===== config.mk =====
export PLATFORM = sky130hd
export DESIGN_NAME = clint_timer
export DESIGN_NICKNAME = d
export VERILOG_FILES = /design/src/rtl/clint_timer.sv
export SDC_FILE = /design/constraint.sdc
export NUM_CORES = 1
export LEC_CHECK = 0
export ABC_AREA = 1
export BUFFER_PORTS_ARGS = -buffer_cell sky130_fd_sc_hd__clkbuf_2
export CORE_MARGIN = 2
export CORE_UTILIZATION = 62
export DETAILED_ROUTE_END_ITERATION = 10
export GPL_TIMING_DRIVEN = 0
export HOLD_SLACK_MARGIN = 0.06
export PLACE_DENSITY = 0.87
export SLEW_MARGIN = 20
export SYNTH_ARGS = -nofsm -noshare
export SYNTH_HDL_FRONTEND = slang
export SYNTH_SLANG_ARGS = --single-unit
export TNS_END_PERCENT = 50

===== constraint.sdc =====
create_clock -name clk -period 15.6 [get_ports clk]
set_input_delay 1.56 -clock clk [delete_from_list [all_inputs] [get_ports clk]]
set_output_delay 1.56 -clock clk [all_outputs]
set_load 0.01 [all_outputs]

===== src/rtl/clint_timer.sv =====
// -----------------------------------------------------------------------------
// clint_timer
//
// Core-local interruptor. Holds the memory-mapped msip, mtimecmp and mtime
// registers behind a single-outstanding request/response bus. It also drives
// the level interrupt lines that the CSR block consumes.
//
// Register window (offsets from BASE, 64 KiB aligned):
//   0x0000 msip     : bit0 only. Other bits read 0 and ignore writes.
//   0xBFF8 mtime    : advances once every PRESCALE core cycles, wraps mod 2^64
//   0x4000 mtimecmp : timer compare value
//   anything else   : resp_err=1, read data 0, write has no effect
//
// Handshake:
//   A request is accepted when req_valid & req_ready, where
//   req_ready = ~resp_valid | resp_ready.
//   The response appears on the following cycle. It holds until the cycle
//   with resp_valid & resp_ready, and a new request may be accepted in that
//   same cycle.
//
// Ports:
//   clk, reset             core clock, async active-high reset
//   req_valid/req_ready    request handshake
//   req_addr/req_write     byte address (8-byte aligned) and direction
//   req_strobe/req_data    per-byte write enables and store data
//   resp_valid/resp_ready  response handshake
//   resp_data/resp_err     load data (0 for stores), unmapped-address flag
//   ext_irq_async          raw asynchronous external interrupt
//   trint/swint/exint      timer / software / synchronised external irq
// -----------------------------------------------------------------------------
module clint_timer #(
   parameter logic [63:0] BASE     = 64'h0000_0000_0200_0000,
   parameter int unsigned PRESCALE = 1
) (
   input  logic        clk,
   input  logic        reset,
   input  logic        req_valid,
   output logic        req_ready,
   input  logic [63:0] req_addr,
   input  logic        req_write,
   input  logic [7:0]  req_strobe,
   input  logic [63:0] req_data,
   output logic        resp_valid,
   input  logic        resp_ready,
   output logic [63:0] resp_data,
   output logic        resp_err,
   input  logic        ext_irq_async,
   output logic        trint,
   output logic        swint,
   output logic        exint
);

   localparam int unsigned   CW       = (PRESCALE > 1) ? $clog2(PRESCALE) : 1;
   localparam logic [CW-1:0] CNT_LAST = CW'(PRESCALE - 1);

   // Byte-lane merge used by the mtime and mtimecmp writes.
   function automatic logic [63:0] merge_bytes(input logic [63:0] old_v,
                                               input logic [63:0] new_v,
                                               input logic [7:0]  strb);
      logic [63:0] r;
      r = old_v;
      for (int i = 0; i < 8; i++) begin
         if (strb[i]) r[8*i +: 8] = new_v[8*i +: 8];
      end
      return r;
   endfunction

   logic [CW-1:0] cnt_q, cnt_d;
   logic [63:0]   mtime_q, mtime_d;
   logic [63:0]   mtimecmp_q, mtimecmp_d;
   logic          msip_q, msip_d;
   logic          resp_valid_q, resp_valid_d;
   logic [63:0]   resp_data_q, resp_data_d;
   logic          resp_err_q, resp_err_d;
   logic          trint_q, swint_q;
   logic          sync1_q, sync2_q;

   logic          in_window, sel_msip, sel_cmp, sel_time, hit;
   logic          accept, wr, tick;
   logic [63:0]   rdata;

   // Address decode: the upper bits select the window, and the low 16 bits
   // must match a register offset exactly.
   assign in_window = (req_addr[63:16] == BASE[63:16]);
   assign sel_msip  = in_window && (req_addr[15:0] == 16'h0000);
   assign sel_cmp   = in_window && (req_addr[15:0] == 16'h4000);
   assign sel_time  = in_window && (req_addr[15:0] == 16'hBFF8);
   assign hit       = sel_msip | sel_cmp | sel_time;

   assign req_ready = ~resp_valid_q | resp_ready;
   assign accept    = req_valid & req_ready;
   assign wr        = accept & req_write;
   assign tick      = (cnt_q == CNT_LAST);

   // Read mux sees register values before this cycle's increment.
   always_comb begin
      rdata = '0;
      if (sel_msip)      rdata = {63'd0, msip_q};
      else if (sel_cmp)  rdata = mtimecmp_q;
      else if (sel_time) rdata = mtime_q;
   end

   // Timer and register next state. A same-cycle mtime write is applied on
   // top of the incremented value, so unwritten lanes still advance.
   always_comb begin
      cnt_d      = tick ? '0 : cnt_q + CW'(1);
      mtime_d    = tick ? mtime_q + 64'd1 : mtime_q;
      mtimecmp_d = mtimecmp_q;
      msip_d     = msip_q;
      if (wr && sel_time) mtime_d    = merge_bytes(mtime_d, req_data, req_strobe);
      if (wr && sel_cmp)  mtimecmp_d = merge_bytes(mtimecmp_q, req_data, req_strobe);
      if (wr && sel_msip && req_strobe[0]) msip_d = req_data[0];
   end

   // Response register: load on accept, otherwise clear on retire and hold
   // while stalled.
   always_comb begin
      resp_valid_d = resp_valid_q;
      resp_data_d  = resp_data_q;
      resp_err_d   = resp_err_q;
      if (accept) begin
         resp_valid_d = 1'b1;
         resp_data_d  = req_write ? 64'd0 : rdata;
         resp_err_d   = ~hit;
      end else if (resp_ready) begin
         resp_valid_d = 1'b0;
      end
   end

   always_ff @(posedge clk or posedge reset) begin
      if (reset) begin
         cnt_q        <= '0;
         mtime_q      <= '0;
         mtimecmp_q   <= '1;
         msip_q       <= 1'b0;
         resp_valid_q <= 1'b0;
         resp_data_q  <= '0;
         resp_err_q   <= 1'b0;
         trint_q      <= 1'b0;
         swint_q      <= 1'b0;
         sync1_q      <= 1'b0;
         sync2_q      <= 1'b0;
      end else begin
         cnt_q        <= cnt_d;
         mtime_q      <= mtime_d;
         mtimecmp_q   <= mtimecmp_d;
         msip_q       <= msip_d;
         resp_valid_q <= resp_valid_d;
         resp_data_q  <= resp_data_d;
         resp_err_q   <= resp_err_d;
         // Interrupt lines are computed from the current register values,
         // so they trail the register state by one cycle.
         trint_q      <= (mtime_q >= mtimecmp_q);
         swint_q      <= msip_q;
         sync1_q      <= ext_irq_async;
         sync2_q      <= sync1_q;
      end
   end

   assign resp_valid = resp_valid_q;
   assign resp_data  = resp_data_q;
   assign resp_err   = resp_err_q;
   assign trint      = trint_q;
   assign swint      = swint_q;
   assign exint      = sync2_q;

endmodule


**After elaboration in Yosys (flattened, before gate mapping)**

Index checks and enable logic that the tools add are counted.

- Input port bits: 142
- Output and inout bits: 70
- Word-level logic and storage cells: 65
- Flip-flop bits (word level): 200

- Equality and inequality tests: 3
- Multiplexer cells: 17
- $lt $le $gt $ge: 1
- $add $sub $neg: 2
- Bitwise gates (word level): 7
- Reductions and logical operators: 17

Operator list:

| operator | number |
|---|---|
| 64-bit 2-to-1 mux | 6 |
| 64-bit by 1-bit adder with 64-bit output (second input constant) | 1 |
| 64-bit greater-or-equal comparator | 1 |
| 8-bit 2-to-1 mux | 8 |
| 48-bit by 10-bit == test with 1-bit output (second input constant) | 1 |
| 16-bit by 15-bit == test with 1-bit output (second input constant) | 1 |
| 16-bit == test (second input constant) | 1 |
| 16-bit logical NOT | 1 |
| 2-bit AND reduction | 8 |
| 1-bit logical AND | 7 |
| 1-bit 2-to-1 mux | 3 |
| 1-bit OR | 3 |
| 1-bit AND | 2 |
| 1-bit NOT | 2 |
| 2-bit nonzero test | 1 |
| 1-bit adder (second input constant) | 1 |

**Depth between registers and ports, before layout**

Gate-level depths: netlist of the first run.

- Depth after elaboration: 6
- Depth in mapped cells: 15
- Gate-level depth less buffers: 15

**Worst setup path before layout of the first run**

Ideal clock, no wire load.

- Kind: input -> output
- Start point: input resp_ready
- End point: output req_ready
- Path buffers: 0
- Setup slack: 12.346 ns
- Cell stages on the path: 2
- Arrival: 1.694 ns
- Cell sequence: inv_1 > nand2_1

- Word-level cells in the longest chain between the ends: 1

RTL lines:

| item | RTL line | RTL |
|---|---|---|
| from (decl) | 44 | `input logic resp_ready,` |
| 1-bit OR | 90 | `assign req_ready = ~resp_valid_q \| resp_ready;` |
| to (decl) | 38 | `output logic req_ready,` |

No other way between the ends.

**Final worst setup path of the first run**

Same ends and word-level chain as after synthesis.

==> results of run 1 <==
power by group through the flow:
stage	Combinational, W	Sequential (W)	Clock (W)
3_3_place_gp	0.0000553	0.000527	0
3_5_place_dp	0.0000574	0.000527	0
6_report	0.0000575	0.000518	0.000440
2_1_floorplan	0.0000226	0.000527	0
5_1_grt	0.0000640	0.000518	0.000460
4_1_cts	0.0000576	0.000518	0.000439
per-stage QoR:
step                      cells  power [W]  cell area, um2  setup WS (ns)
after floorplan            1771  0.0005500           12600          8.720
after global placement     2252  0.0005823           13990          6.710
after detailed placement   2253  0.0005844           14030          11.87
after CTS                  2285   0.001014           14600          12.13
after global routing       2285   0.001042           14600          12.08
final                      2285   0.001015           14600          12.14
worst max path at each step:
stage	from	end	slack (ns)	depth (start not counted)
floorplan	reset	exint$_DFF_PP0_	8.72	1
global placement	reset	msip_q$_DFFE_PP0P_	6.71	2
detailed placement	req_addr[49]	resp_data[50]$_DFFE_PP0P_	11.87	13
CTS	resp_ready	req_ready	12.13	4
global route	resp_ready	req_ready	12.08	4
finish	resp_ready	req_ready	12.14	4
worst register-to-register path, delay by kind of cell (launching register included):
kind	cells	cell delay (ns)
fa+ha+maj	1	0.33
flops	1	0.51
buf+inv	1	0.17
simple gates	6	1.31
xor+xnor	1	0.21
cell type report:
| type | count | area [um2] | area share (%) |
|---|---|---|---|
| Timing Repair Buffer | 212 | 1084 | 7.422 |
| Clock buffer | 19 | 432.9 | 2.965 |
| Multi-Input combinational cell | 1376 | 6716 | 46.01 |
| Sequential cell | 199 | 5060 | 34.66 |
| Inverter | 144 | 548.0 | 3.754 |
| Clock inverter | 13 | 137.6 | 0.9427 |
| Tap cell | 270 | 337.8 | 2.314 |
| Buffer | 52 | 282.8 | 1.937 |
cells in the mapped netlist, types with 19 or more instances:
cell and count:
ha_1 65, inv_1 141, nor3_1 32, nand4_1 49
nand3_1 74, nor2_1 277, buf_2 19, dfstp_2 64
nand2_1 599, clkbuf_1 21, dfrtp_1 135, xor2_1 23
o21ai_0 133, a21oi_1 32, xnor2_1 24
cells by family (layout without fill, tap and decap cells):
family / count (synthesis) / in the layout
and+or+nand+nor: 1072 / 1072
DFF: 199 / 199
buffers and inverters: 196 / 440
AOI/OAI and AO/OA: 192 / 192
adders and majority gates: 65 / 65
xor gates and xnor gates: 47 / 47
layer usage:
metal | track usage, % | part of all wire (%)
met2 | 62.12 | 47
met3 | 6.406 | 7.3
met1 | 48.50 | 42
met4 | 14.27 | 3.6
met5 | 0 | 0
sequential cells by signal, indices dropped and copies added, names as in the netlist:
register    count
exint           1
msip_q          1
mtime_q        64
mtimecmp_q     64
resp_data      64
resp_err        1
resp_valid      1
swint           1
sync1_q         1
trint           1
==> flow_summary.yaml, run 1 <==
place:
  portBuffers: 211
  place.gp.congestion: 1.009
  dp_hpwl_mm: 31.17
power:
  p_int_w: 0.0007496
  p_leak_nw: 7.607
  combPwrFrac_pct: 5.7
  power_switching_share_pct: 26.14
  vdd_drop_max_uv: 70.87
  p_per_area_nw_per_um2: 69.52
  p_switching_w: 0.0002654
  clockPowerShare_pct: 43.3
  p_seq_share_pct: 51.0
synthesis:
  synth_cell_types: 32
  synth_top_area_share_pct: 26.81
  yosysTopAreaCell: "dfrtp_1"
  yosys.area_share.simple_pct: 35.43
  synthTopCellsByArea: "dfrtp_1 (27%), nand2_1 (18%), dfstp_2 (13%)"
  syn_inst: 1771
  yosys.area_share.adder_pct: 6.455
  ys.flop_type: "dfrtp_1"
  synth_compound_area_share_pct: 8.153
  yosysSeqAreaShare_pct: 40.16
  synth-xor-area-share_pct: 3.267
  syn_avg_cell_area_um2: 7.114
  async_reset_ff_share_pct: 100.0
  syn_nets: 1978
  synth_edf_count: 0
  synth_mux_area_share_pct: 0
  synth_top_family_by_area: "simple AND/OR/NAND/NOR gates"
  syn-cell-area_um2: 12600
  yosysWarnings: 0
  synth_seq_cells: 199
setup_path:
  max_stage_delay_ns: 0.14
  reg2regPathDepth: 9
  critical-path-top-delay-family: "buffers and inverters"
  timing.critical_path.mode_cell: "clkbuf_2"
  criticalPathCategory: "input pin to output port"
  reg2reg_slack_ns: 12.97
  start_kind: "input pin"
  arrival_ns: 1.90
  required_ns: 14.04
  cp_max_fo: 3
  endpoint_kind: "output port"
  path_buf_inv: 3
  r2r-end: "mtime_q[48]$_DFF_PP0_"
  path_cells: "clkbuf_2 > inv_1 > nand2_1 > clkbuf_2"
  critPathSlowestCell: "clkbuf_2"
  reg2reg_from: "mtime_q[0]$_DFF_PP0_"
die:
  ios: 212
  fp.dieArea_um2: 21480
  die_h_um: 146.6
  die_x_um: 146.6
  rows: 52
  start_util_pct: 62.67
  core_um2: 20100
global_routing:
  grt_antenna_before_repair: 0
  grtUsageTotal_pct: 37.11
  grt.overflow.total: 0
  grt_max_degree: 109
  grt_pass1_vias: 12440
  grt_pass1_wl_mm: 62.43
timing:
  setup-violations-final: 0
  slew_headroom_pct: 37.75
  tightest_slew_ns: 0.9327
  finalSetupTns_ns: 0
  finalCriticalPeriod_ns: 3.461
  timing.fmax_mhz: 288.9
  hold_violations: 0
  finalMaxSlewViolations: 0
  rsz0062_at_grt: "no"
  period_share_pct: 22.19
  whs_ns: 0.3573
  fin_worst_skew_ns: 0.01878
clock_network:
  htree_levels: 4
  hold_buffers: 0
  clk_pin_slew_worst_paths_ns: 0.08
  cts.sinks: 199
  clk_path_buf_depth: 2
  cts_tree: "yes"
  clock-root-buffer: "clkbuf_16"
  cts_buffers: 17
  cts_resized: 0
  worstSkewPairLatency_ns: 0.45
  postCtsSetupBuffers: 0
route:
  via_per_inst: 5.565
  wl_per_cell_um: 17.18
  routed_wl_mm: 39.26
  drtIter0Drc: 995
  drc: 0
  dr.pass1.iters: 6
  ant_nets: 0
  vias: 12720
layout:
  final_common_cell: "nand2_1"
  drive_above_1_share_pct: 18.96
  final_cell_mix: "nand2_1 (599), nor2_1 (277), clkbuf_2 (211)"
  utilization_pct: 72.62
  antenna_cells: 0
  syn_to_final_growth_pct: 15.87
  fin_nets: 2209
  fillerInstances: 1644
min_path:
  min_to: "exint$_DFF_PP0_"
  worst_hold_startpoint: "sync1_q$_DFF_PP0_"
  hold_depth: 0
  hold_path.class: "flip-flop to flip-flop"
outcome:
  status: "complete, no violations"
flow_run:
  drv_cap: 0
Power figures use the tool's default switching activity.
==> run 2, diff against run 1 <==
- ABC_AREA: 1 -> 0
- CORE_UTILIZATION: 62 -> 56
- PLACE_DENSITY: 0.87 -> 0.81
- clock period: 15.6 -> 3.2 ns (I/O delays scaled with it)
==> flow_summary.yaml, run 2 <==
flow_run:
  drv_cap: 0
clock_network:
  cts_buffers: 17
  clk_pin_slew_worst_paths_ns: 0.07
  clock-root-buffer: "clkbuf_16"
  cts.sinks: 199
  cts_tree: "yes"
  worstSkewPairLatency_ns: 0.44
  clk_path_buf_depth: 2
  htree_levels: 4
power:
  power_switching_share_pct: 23.34
  vdd_drop_max_uv: 366.4
  p_seq_share_pct: 51.8
  combPwrFrac_pct: 5.4
  p_int_w: 0.003735
  p_switching_w: 0.001137
  p_leak_nw: 5.649
  clockPowerShare_pct: 42.8
  p_per_area_nw_per_um2: 372.4
timing:
  finalMaxSlewViolations: 0
  timing.fmax_mhz: 336.8
  hold_violations: 0
  slew_headroom_pct: 44.17
  period_share_pct: 92.79
  setup-violations-final: 0
  fin_worst_skew_ns: 0.007005
  layout_setup_ws_ns: 0.2306
  finalCriticalPeriod_ns: 2.969
  tightest_slew_ns: 0.8299
  rsz0062_at_grt: "no"
synthesis:
  synth_top_area_share_pct: 30.87
  ys.flop_type: "dfrtp_1"
  syn_inst: 1111
  synth_seq_cells: 199
  async_reset_ff_share_pct: 100.0
  synth_edf_count: 0
  synth_common_cells: "dfrtp_1 (135), nand2_1 (98), inv_1 (78)"
  syn_avg_cell_area_um2: 9.849
  yosysTopAreaCell: "dfrtp_1"
  synth_cell_types: 47
  yosysSeqAreaShare_pct: 46.24
  syn-cell-area_um2: 10940
  synth.most_common_cell: "dfrtp_1"
  syn_nets: 1318
  yosysWarnings: 0
  synthTopCellsByArea: "dfrtp_1 (31%), dfstp_2 (15%), mux2_2 (7.8%)"
global_routing:
  use_met2_pct: 47.82
  met3_usage_pct: 5.332
  grt_pass1_wl_mm: 48.05
  grt_busiest_layer: "met2"
  use_met1_pct: 40.47
  grt_pass1_vias: 9555
  grt_max_degree: 36
  grt.overflow.total: 0
  grt_antenna_before_repair: 2
  grtUsageTotal_pct: 29.78
route:
  dr.pass1.iters: 8
  wl_per_cell_um: 18.24
  via_per_inst: 5.874
  drc: 0
  ant_nets: 0
  vias: 9575
  drtIter0Drc: 814
  routed_wl_mm: 29.73
layout:
  final_common_cell: "clkbuf_2"
  utilization_pct: 67.67
  drive_above_1_share_pct: 30.94
  final_cell_mix: "clkbuf_2 (217), dfrtp_1 (135), nand2_1 (98)"
  fin_cells: 1630
  fin_nets: 1559
  syn_to_final_growth_pct: 19.58
place:
  dp_hpwl_mm: 22.22
  place.gp.congestion: 0.9268
  placed_cells_incl_taps: 1594
  portBuffers: 211
  place_ws_ns: -0.09328
outcome:
  status: "complete, no violations"
setup_path:
  required_ns: 3.51
  reg2reg_slack_ns: 0.23
  criticalPathCategory: "flip-flop to flip-flop"
  cp_max_fo: 10
  start_kind: "flip-flop"
  arrival_ns: 3.28
  endpoint_kind: "flip-flop"
die:
  start_util_pct: 56.59
  fp.dieArea_um2: 20670
  die_x_um: 143.8
  ios: 212
  core_um2: 19330
  rows: 51
  die_h_um: 143.8
min_path:
  hold_path.class: "input pin to flip-flop"
## run 2: cell types whose count changed after synthesis, moves of 63 or more
cell     previous run  this run
nand2_1           599        98
nor2_1            277        73
o21ai_0           133        49
mux2_2              0        76
a22oi_1             0        64
inv_1             141        78
## run 2: logic make-up after synthesis
logic type | count (synthesis) | synth area share [%]
flip-flops | 199 | 46.24
adder cells (fa/ha/maj) | 65 | 7.433
AND/OR/NAND/NOR | 358 | 16.60
multiplexers | 76 | 7.822
AO/OA/AOI/OAI | 232 | 12.69
XOR/XNOR | 62 | 4.963
buffers and inverters | 119 | 4.242
## run 2: what timing repair did
action | 4_1_cts | 5_1_grt
setup buffers | 0 | 2
endpoints found under the setup margin | 0 | 9
hold buffers | 2 | 0
gates resized for setup | 0 | 3
hold endpoints to repair | 23 | 0
## run 2: metrics by stage
step	power [W]	hold WS [ns]	area [um2]	TNS, ns
2_1_floorplan	0.002652	0.3312	10950	0
3_3_place_gp	0.002805	0.3320	12330	-127.53
3_5_place_dp	0.002828	0.3419	12470	-1.494
4_1_cts	0.004890	0.1168	13050	0
5_1_grt	0.005016	0.1209	13080	0
6_report	0.004872	0.1222	13080	0
## run 2: power groups by stage
stage	clock, W	combinational, W	sequential [W]
3_3_place_gp	0	0.000236	0.00257
5_1_grt	0.00221	0.000288	0.00252
6_report	0.00209	0.000262	0.00252
3_5_place_dp	0	0.000260	0.00257
2_1_floorplan	0	0.0000816	0.00257
4_1_cts	0.00210	0.000263	0.00252
## run 2: cell type report
type / instances / area (um2)
multi-input cells: 793 / 5443
repair buffers: 222 / 1224
diodes: 1 / 2.502
plain buffers: 41 / 171.4
well taps: 265 / 331.6
fillers: 1520 / 6251
inverters: 78 / 296.5
clock buffers: 21 / 460.4
flip-flops and latches: 199 / 5060
clock inverters: 10 / 95.09
## run 2: path summary, 6_finish.rpt
| check | from | endpoint | cells past startpoint |
|---|---|---|---|
| max in group asynchronous | reset | mtimecmp_q[19]$_DFFE_PP1P_ | 6 |
| min | req_data[1] | mtime_q[1]$_DFF_PP0_ | 2 |
| min reg2reg | sync1_q$_DFF_PP0_ | exint$_DFF_PP0_ | 0 |
| min in group asynchronous | reset | resp_data[53]$_DFFE_PP0P_ | 3 |
| max reg2reg | mtime_q[18]$_DFF_PP0_ | mtime_q[58]$_DFF_PP0_ | 7 |
| max | mtime_q[18]$_DFF_PP0_ | mtime_q[58]$_DFF_PP0_ | 7 |
## run 2: critical path, cell delays in order (launching register included)
cell,delay (ns)
dfrtp_1,0.47
nand4_1,0.22
nor4_2,0.66
nand3b_1,0.37
clkbuf_1,0.42
nor4_1,0.45
xnor2_1,0.16
a21oi_1,0.08
## run 2: layer usage
layer  wire length, um  vias to the layer above
met5                13                        -
met3              1962                       77
met1             12860                     4632
met2             13950                      374
li1                  -                     4490
met4               950                        2
==> run 3, diff against run 2 <==
- CORE_UTILIZATION: 56 -> 51
- PLACE_DENSITY: 0.81 -> 0.77
- REMOVE_ABC_BUFFERS: unset -> 1
- clock period: 3.2 -> 2.6 ns (I/O delays scaled with it)
==> flow_summary.yaml, run 3 (synthesis gave the netlist of run 2 again) <==
clock_network:
  clock-root-buffer: "clkbuf_16"
  cts_tree: "yes"
  clk_pin_slew_worst_paths_ns: 0.07
  worstSkewPairLatency_ns: 0.44
  cts_buffers: 17
  htree_levels: 4
  clk_path_buf_depth: 2
  cts.sinks: 199
power:
  p_per_area_nw_per_um2: 464.9
  vdd_drop_max_uv: 422.8
  p_leak_nw: 5.675
layout:
  utilization_pct: 62.79
  final_common_cell: "clkbuf_2"
  fin_nets: 1536
  final_cell_mix: "clkbuf_2 (211), dfrtp_1 (135), nand2_1 (96)"
  drive_above_1_share_pct: 32.19
  fin_cells: 1619
  fin_area_um2: 13200
  syn_to_final_growth_pct: 20.64
die:
  fp.dieArea_um2: 22640
  core_um2: 21020
  die_h_um: 150.5
  ios: 212
  rows: 53
  start_util_pct: 52.05
  die_x_um: 150.5
global_routing:
  grt.overflow.total: 0
  grtUsageTotal_pct: 26.07
  grt_pass1_wl_mm: 46.26
  use_met2_pct: 41.66
  grt_pass1_vias: 9248
  grt_antenna_before_repair: 1
  grt_busiest_layer: "met2"
  grt_max_degree: 87
  use_met1_pct: 35.68
  met3_usage_pct: 4.636
place:
  placed_cells_incl_taps: 1567
  place.gp.congestion: 0.8513
  portBuffers: 211
  dpl_cell_area_um2: 12370
  dp_hpwl_mm: 20.46
route:
  via_per_inst: 5.705
  drtIter0Drc: 560
  vias: 9236
  routed_wl_mm: 28.87
  drc: 0
  wl_per_cell_um: 17.83
  ant_nets: 0
  dr.pass1.iters: 5
min_path:
  hold_depth: 2
  min_to: "mtimecmp_q[51]$_DFFE_PP1P_"
  worst_hold_startpoint: "req_data[51]"
  hold_path.class: "input pin to flip-flop"
setup_path:
  crit_cells: 8
  arrival_ns: 2.78
  critPathSlowestCell: "dfstp_2"
  reg2regPathDepth: 8
  reg2reg_from: "mtimecmp_q[5]$_DFFE_PP1P_"
  reg2reg_slack_ns: 0.12
  required_ns: 2.90
  path_buf_inv: 1
  cp_max_fo: 3
  timing.critical_path.mode_cell: "o21ai_0"
  criticalPathCategory: "flip-flop to flip-flop"
  critical-path-top-delay-family: "compound AO/OA/AOI/OAI gates"
  endpoint_kind: "flip-flop"
  r2r-end: "trint$_DFF_PP0_"
  start_kind: "flip-flop"
  max_stage_delay_ns: 0.55
  path_cells: "inv_1 > ha_1 > a21o_1 > a221oi_1 > o21ai_0 > a311o_1 > a211oi_2 > o21ai_0"
timing:
  finalCriticalPeriod_ns: 2.477
  finalMaxSlewViolations: 0
  timing.fmax_mhz: 403.8
  whs_ns: 0.06938
  slew_headroom_pct: 49.16
  tightest_slew_ns: 0.7557
  period_share_pct: 95.26
  setup-violations-final: 0
  rsz0062_at_grt: "yes"
  fin_worst_skew_ns: 0.01134
  hold_violations: 0
outcome:
  status: "complete, no violations"
flow_run:
  drv_cap: 0
==> run 3: cell types whose count changed in the layout (fill, tap and decap cells not counted), sizes merged <==
| cell | delta |
|---|---|
| buf | +9 |
| diode | +1 |
| clkinvlp | -2 |
| clkbuf | -31 |
| nand4 | +1 |
| bufinv | +1 |
==> run 3: area by class of cell <==
class | instances | area, um2
fillers | 1741 | 7821
clock buffers | 23 | 488.0
flip-flops and latches | 199 | 5060
inverters | 78 | 300.3
well taps | 275 | 344.1
repair buffers | 239 | 1365
clock inverters | 9 | 116.4
diodes | 2 | 5.005
multi-input cells | 794 | 5522
==> run 3: worst max-delay path by stage <==
| stage | end | from | slack [ns] |
|---|---|---|---|
| 5_1_grt | trint$_DFF_PP0_ | mtimecmp_q[38]$_DFFE_PP1P_ | -0.07 |
| 2_1_floorplan | exint$_DFF_PP0_ | reset | -2.98 |
| 3_3_place_gp | resp_data[34]$_DFFE_PP0P_ | reset | -5.19 |
| 6_report | trint$_DFF_PP0_ | mtimecmp_q[5]$_DFFE_PP1P_ | 0.12 |
| 4_1_cts | mtime_q[54]$_DFF_PP0_ | mtime_q[0]$_DFF_PP0_ | 0.002 |
| 3_5_place_dp | mtime_q[50]$_DFF_PP0_ | req_addr[17] | -0.67 |
==> run 3: per-stage QoR <==
stage | power [W] | setup TNS, ns | setup WS (ns)
floorplan | 0.003253 | -542.57 | -2.980
global placement | 0.003439 | -1181.48 | -5.191
detailed placement | 0.003464 | -56.43 | -0.6698
CTS | 0.006174 | 0 | 0.001884
global route | 0.006337 | -0.08453 | -0.06718
finish | 0.006136 | 0 | 0.1233
==> run 3: power by group <==
part           switching [W]  total [W]  internal, W
Clock                0.00119    0.00273      0.00153
Sequential        0.00000176    0.00311      0.00310
Combinational       0.000196   0.000304     0.000108
==> run 3: repair_timing <==
| item | CTS | global route |
|---|---|---|
| cloned | 1 | 0 |
| pin swaps | 4 | 4 |
| endpoints found under the hold margin | 30 | 0 |
| buffers inserted | 7 | 8 |
| setup endpoints to repair | 29 | 100 |
| hold buffers | 2 | 0 |
| gates resized for setup | 4 | 6 |
==> run 3: metal layers <==
layer	vias up	wire (um)	share of wire [%]
met5	-	0	0
met4	0	695	2.4
met3	59	1709	5.9
met2	273	13520	47
met1	4455	12950	45
li1	4449	-	-
